$ cat src/rtl/uart_tx_serializer_if.sv
// Parallel-side handshake and serial outputs of the UART frame serializer.
// The master drives the byte request; the slave (serializer) drives the line.
interface uart_tx_serializer_if #(
  parameter int DATA_WIDTH = 8
);
  logic [DATA_WIDTH-1:0] P_Data;
  logic                  Data_valid;
  logic                  Par_en;
  logic                  Par_bit;
  logic                  TX_OUT;
  logic                  Busy;

  modport master (
    output P_Data,
    output Data_valid,
    output Par_en,
    output Par_bit,
    input  TX_OUT,
    input  Busy
  );

  modport slave (
    input  P_Data,
    input  Data_valid,
    input  Par_en,
    input  Par_bit,
    output TX_OUT,
    output Busy
  );
endinterface

$ cat src/rtl/uart_tx_serializer.sv
// UART frame builder: start bit, LSB-first data, optional parity, stop bit,
// one bit per CLK. TX_OUT and Busy are registered from the next-state decode.
module uart_tx_serializer #(
  parameter int DATA_WIDTH = 8
) (
  input  logic                 CLK,
  input  logic                 RST,
  uart_tx_serializer_if.slave  bus
);

  localparam int CNT_W = $clog2(DATA_WIDTH);
  localparam logic [CNT_W-1:0] LAST_BIT = CNT_W'(DATA_WIDTH - 1);

  typedef enum logic [2:0] {
    S_IDLE,
    S_START,
    S_DATA,
    S_PARITY,
    S_STOP
  } state_t;

  state_t                r_state;
  state_t                w_state_next;
  logic [CNT_W-1:0]      r_cnt;
  logic [CNT_W-1:0]      w_cnt_next;
  logic [DATA_WIDTH-1:0] r_data;
  logic                  r_par_en;
  logic                  r_par_bit;
  logic                  r_tx;
  logic                  r_busy;
  logic                  w_accept;
  logic                  w_tx_next;
  logic                  w_busy_next;

  always_ff @(posedge CLK or posedge RST) begin
    if (RST) begin
      r_state <= S_IDLE;
    end else begin
      r_state <= w_state_next;
    end
  end

  always_comb begin
    w_state_next = r_state;
    w_cnt_next   = r_cnt;
    w_accept     = 1'b0;
    unique case (r_state)
      S_IDLE: begin
        if (bus.Data_valid) begin
          w_accept     = 1'b1;
          w_cnt_next   = '0;
          w_state_next = S_START;
        end
      end
      S_START: begin
        w_state_next = S_DATA;
      end
      S_DATA: begin
        // Counter parks on the last index instead of wrapping.
        if (r_cnt == LAST_BIT) begin
          w_state_next = r_par_en ? S_PARITY : S_STOP;
        end else begin
          w_cnt_next = r_cnt + 1'b1;
        end
      end
      S_PARITY: begin
        w_state_next = S_STOP;
      end
      S_STOP: begin
        w_state_next = S_IDLE;
      end
      default: begin
        w_state_next = S_IDLE;
      end
    endcase
  end

  // Line value for the bit period that begins at the coming edge.
  always_comb begin
    w_tx_next   = 1'b1;
    w_busy_next = 1'b1;
    unique case (w_state_next)
      S_IDLE:   w_busy_next = 1'b0;
      S_START:  w_tx_next   = 1'b0;
      S_DATA:   w_tx_next   = r_data[w_cnt_next];
      S_PARITY: w_tx_next   = r_par_bit;
      S_STOP:   w_tx_next   = 1'b1;
      default:  w_busy_next = 1'b0;
    endcase
  end

  always_ff @(posedge CLK or posedge RST) begin
    if (RST) begin
      r_cnt     <= '0;
      r_data    <= '0;
      r_par_en  <= 1'b0;
      r_par_bit <= 1'b0;
      r_tx      <= 1'b1;
      r_busy    <= 1'b0;
    end else begin
      r_cnt  <= w_cnt_next;
      r_tx   <= w_tx_next;
      r_busy <= w_busy_next;
      if (w_accept) begin
        r_data    <= bus.P_Data;
        r_par_en  <= bus.Par_en;
        r_par_bit <= bus.Par_bit;
      end
    end
  end

  assign bus.TX_OUT = r_tx;
  assign bus.Busy   = r_busy;

endmodule

$ cat src/flat_wrapper.sv
// flat-port wrapper written by rule: the top's interface ports become plain ports
module uart_tx_serializer_flat 
#(
  parameter int DATA_WIDTH = 8
)
  (CLK, RST, bus_P_Data, bus_Data_valid, bus_Par_en, bus_Par_bit, bus_TX_OUT, bus_Busy);
  uart_tx_serializer_if #(.DATA_WIDTH(DATA_WIDTH)) bus_i ();
  input  logic CLK;
  input  logic RST;
  input wire logic [$bits(bus_i.P_Data)-1:0] bus_P_Data;
  input wire logic [$bits(bus_i.Data_valid)-1:0] bus_Data_valid;
  input wire logic [$bits(bus_i.Par_en)-1:0] bus_Par_en;
  input wire logic [$bits(bus_i.Par_bit)-1:0] bus_Par_bit;
  output wire logic [$bits(bus_i.TX_OUT)-1:0] bus_TX_OUT;
  output wire logic [$bits(bus_i.Busy)-1:0] bus_Busy;
  assign bus_i.P_Data = bus_P_Data;
  assign bus_i.Data_valid = bus_Data_valid;
  assign bus_i.Par_en = bus_Par_en;
  assign bus_i.Par_bit = bus_Par_bit;
  assign bus_TX_OUT = bus_i.TX_OUT;
  assign bus_Busy = bus_i.Busy;
  uart_tx_serializer #(.DATA_WIDTH(DATA_WIDTH)) u_core (.CLK(CLK), .RST(RST), .bus(bus_i));
endmodule
$ cat config.mk
export PLATFORM = sky130hd
export DESIGN_NAME = uart_tx_serializer_flat
export DESIGN_NICKNAME = d
export VERILOG_FILES = /design/src/rtl/uart_tx_serializer_if.sv /design/src/rtl/uart_tx_serializer.sv /design/src/flat_wrapper.sv
export SDC_FILE = /design/constraint.sdc
export NUM_CORES = 1
export LEC_CHECK = 0
export ABC_AREA = 1
export BUFFER_PORTS_ARGS = -buffer_cell sky130_fd_sc_hd__buf_2
export CAP_MARGIN = 25
export CORE_UTILIZATION = 58
export CTS_CLUSTER_DIAMETER = 40
export DETAILED_ROUTE_END_ITERATION = 10
export PLACE_DENSITY = 0.81
export SLEW_MARGIN = 40
export SYNTH_ARGS = -nofsm -noshare
export SYNTH_HDL_FRONTEND = slang
export SYNTH_SLANG_ARGS = --single-unit
$ cat constraint.sdc
create_clock -name CLK -period 4.16 [get_ports CLK]
set_input_delay 0.832 -clock CLK [delete_from_list [all_inputs] [get_ports CLK]]
set_output_delay 0.832 -clock CLK [all_outputs]
set_load 0.01 [all_outputs]
==> impl_metrics.json <==
{
  "crit_buf_inv": 1,
  "clock_latency_ns": 0.31,
  "seq_area_frac_synth_pct": 47.4,
  "max_clock_freq_ghz": 0.546,
  "synth_seq_cells": 18,
  "syn_inst": 118,
  "p_per_area_nw_per_um2": 743,
  "r2r_start": "u_core.r_state[0]$_DFF_PP0_",
  "post-dp-hpwl_um": 1260,
  "power_mw": 0.788,
  "wl_per_cell_um": 11.7,
  "setup_violations": 0,
  "drc": 0,
  "vias_per_cell": 5.14,
  "layout_common_cells": "30 x nand2_1, 19 x inv_1, 17 x dfrtp_1",
  "hold_buffers": 0,
  "first_pass_iters": 4,
  "area_delta_synth_final_pct": 11.3,
  "worst_pin_slew_ns": 0.700,
  "avgSynthCellArea_sq_um": 8.08,
  "ir_worst_vdd_mv": 0.393,
  "grt_pass1_wl_um": 3170,
  "drt_wl_total_um": 1750,
  "start_kind": "flop",
  "finalWeightedCongestion": 0.872,
  "ant_nets": 0,
  "antenna_found_initial": 0,
  "tritoncts": "built",
  "cpLargestDelayFamily": "simple AND/OR/NAND/NOR gates",
  "hold_start": "u_core.r_par_bit$_DFFE_PP0P_",
  "ys_types": 22,
  "port_buffers": 14,
  "crit_path_end_kind": "flop",
  "cts_root_buf": "clkbuf_4",
  "clock_sinks": 18,
  "crit_required_ns": 4.39,
  "max-cap-violations": 0,
  "rsz0062_at_grt": "false",
  "dp.cells": 146,
  "hold_slack_ns": 0.488,
  "clkTransAtPathRegs_ns": 0.10,
  "period_needed_ns": 1.83,
  "cp-startpoint": "u_core.r_state[0]$_DFF_PP0_",
  "nNetsFinal": 149,
  "coreArea_sq_um": 1520,
  "syn_nets": 132,
  "fp-row-count": 14,
  "worstPathArrival_ns": 2.06,
  "status": "completed",
  "cts_inserted_buffers": 3,
  "cts_resized": 0,
  "leakage_nw": 0.570,
  "grt_use_total_pct": 24.2,
  "final_cells": 150,
  "crit_type": "flop to flop",
  "cpMostUsedCell": "nand3_1",
  "slew_viol_final": 0,
  "holdCritPathClass": "flop to flop",
  "die_y_um": 42.5,
  "post_cts_buffers": 0,
  "die_area_sq_um": 1810,
  "drive_gt1_share_pct": 26.1,
  "die_w_um": 42.5,
  "slowest_delay_ns": 0.54,
  "clock_path_buffers": 2,
  "crit_slowest_cell": "nor2_2",
  "final_common_cell": "nand2_1",
  "finish.utilization_pct": 69.6,
  "syn_area_sq_um": 953,
  "slew_headroom_pct": 53.3,
  "grt_overflow": 0,
  "path_max_fanout": 20,
  "drt_iter0_drc": 16,
  "grt_pass1_vias": 761,
  "io_pins": 15,
  "finClkSkew_ns": 0.0102,
  "num_antenna_cells": 0,
  "initial_core_util_pct": 62.6,
  "hold_viol": 0,
  "yosysWarnings": 0,
  "totalNegativeSetupSlack_ns": 0,
  "grt_max_degree": 21,
  "vias": 771,
  "cts_max_level": 1,
  "cp_cell_sequence": "nor2_4 > nand2_2 > nor2_2 > o22ai_2 > inv_1 > nand3_1 > nand3_1 > nand2_1",
  "fin_crit_sh_pct": 44.0
}
## cell type report
type / instances / area (sq um)
inverters: 23 / 88.8
well taps: 16 / 20.0
flip-flops and latches: 18 / 452
clock buffers: 4 / 36.3
repair buffers: 14 / 70.1
fillers: 138 / 463
multi-input cells: 75 / 394
## stage by stage
stage	area (sq um)	setup slack, ns
floorplan	953	2.69
global placement	1020	2.15
detailed placement	1020	2.09
CTS	1060	2.35
global route	1060	2.22
finish	1060	2.33
## cells by family after synthesis
| group | synth area share [%] |
|---|---|
| buffers and inverters | 11.3 |
| AOI/OAI and AO/OA | 8.79 |
| and+or+nand+nor | 31.2 |
| adders and majority gates | 1.31 |
| DFF | 47.4 |
## routing by layer
| layer | vias to the layer above | wire (um) | track usage [%] | part of all wire, % |
|---|---|---|---|---|
| met2 | 13 | 863 | 38.5 | 49 |
| met5 | - | 0 | 0 | 0 |
| met1 | 359 | 802 | 29.2 | 46 |
| li1 | 394 | - | - | - |
| met4 | 0 | 34 | 13.8 | 1.9 |
| met3 | 5 | 50 | 6.90 | 2.9 |
## cell usage after synthesis
cell type	instances	share of area, %
nand2_2	4	2.6
nand3_1	12	6.3
buf_6	1	1.2
dfrtp_1	17	45
nand2_1	30	12
dfstp_2	1	2.8
o22ai_2	1	1.3
inv_1	19	7.5
nor2_2	1	0.66
nor2_1	6	2.4
inv_4	1	0.66
inv_2	3	1.2
nand2_4	4	4.7
nand3b_1	2	1.6
a31oi_1	1	0.66
ha_1	1	1.3
o22ai_1	1	0.66
nor2_4	1	1.2
o21ai_2	1	0.92
a21oi_1	1	0.52
buf_4	1	0.79
o21ai_0	9	4.7
## worst reg2reg max path: cells and delay by family (launching register included)
| kind | cells | cell delay [ns] |
|---|---|---|
| flops | 1 | 0.44 |
| compound gates | 1 | 0.18 |
| simple gates | 6 | 1.05 |
| buf+inv | 1 | 0.10 |
## sequential cells by signal (all words and copies together), names as in the netlist
register / count
u_core.r_par_bit: 1
u_core.bus.TX_OUT: 1
u_core.r_par_en: 1
u_core.bus.Busy: 1
u_core.r_state: 3
u_core.r_cnt: 3
u_core.r_data: 8
## report_power, final
group | switching, mW | internal, mW
Combinational | 0.239 | 0.134
Clock | 0.0580 | 0.0535
Sequential | 0.0473 | 0.257
## path summary, 6_finish.rpt
path	to	slack (ns)	depth (start not counted)
worst max-delay path	u_core.bus.TX_OUT$_DFF_PP1_	2.33	8
worst min-delay path	u_core.r_par_bit$_DFFE_PP0P_	0.49	2
worst max register to register	u_core.bus.TX_OUT$_DFF_PP1_	2.33	8
worst min register to register	u_core.r_par_bit$_DFFE_PP0P_	0.49	2
max in group asynchronous	u_core.r_data[1]$_DFFE_PP0P_	3.12	2
min in group asynchronous	u_core.r_cnt[2]$_DFF_PP0_	0.60	2
Power figures use the tool's default switching activity.
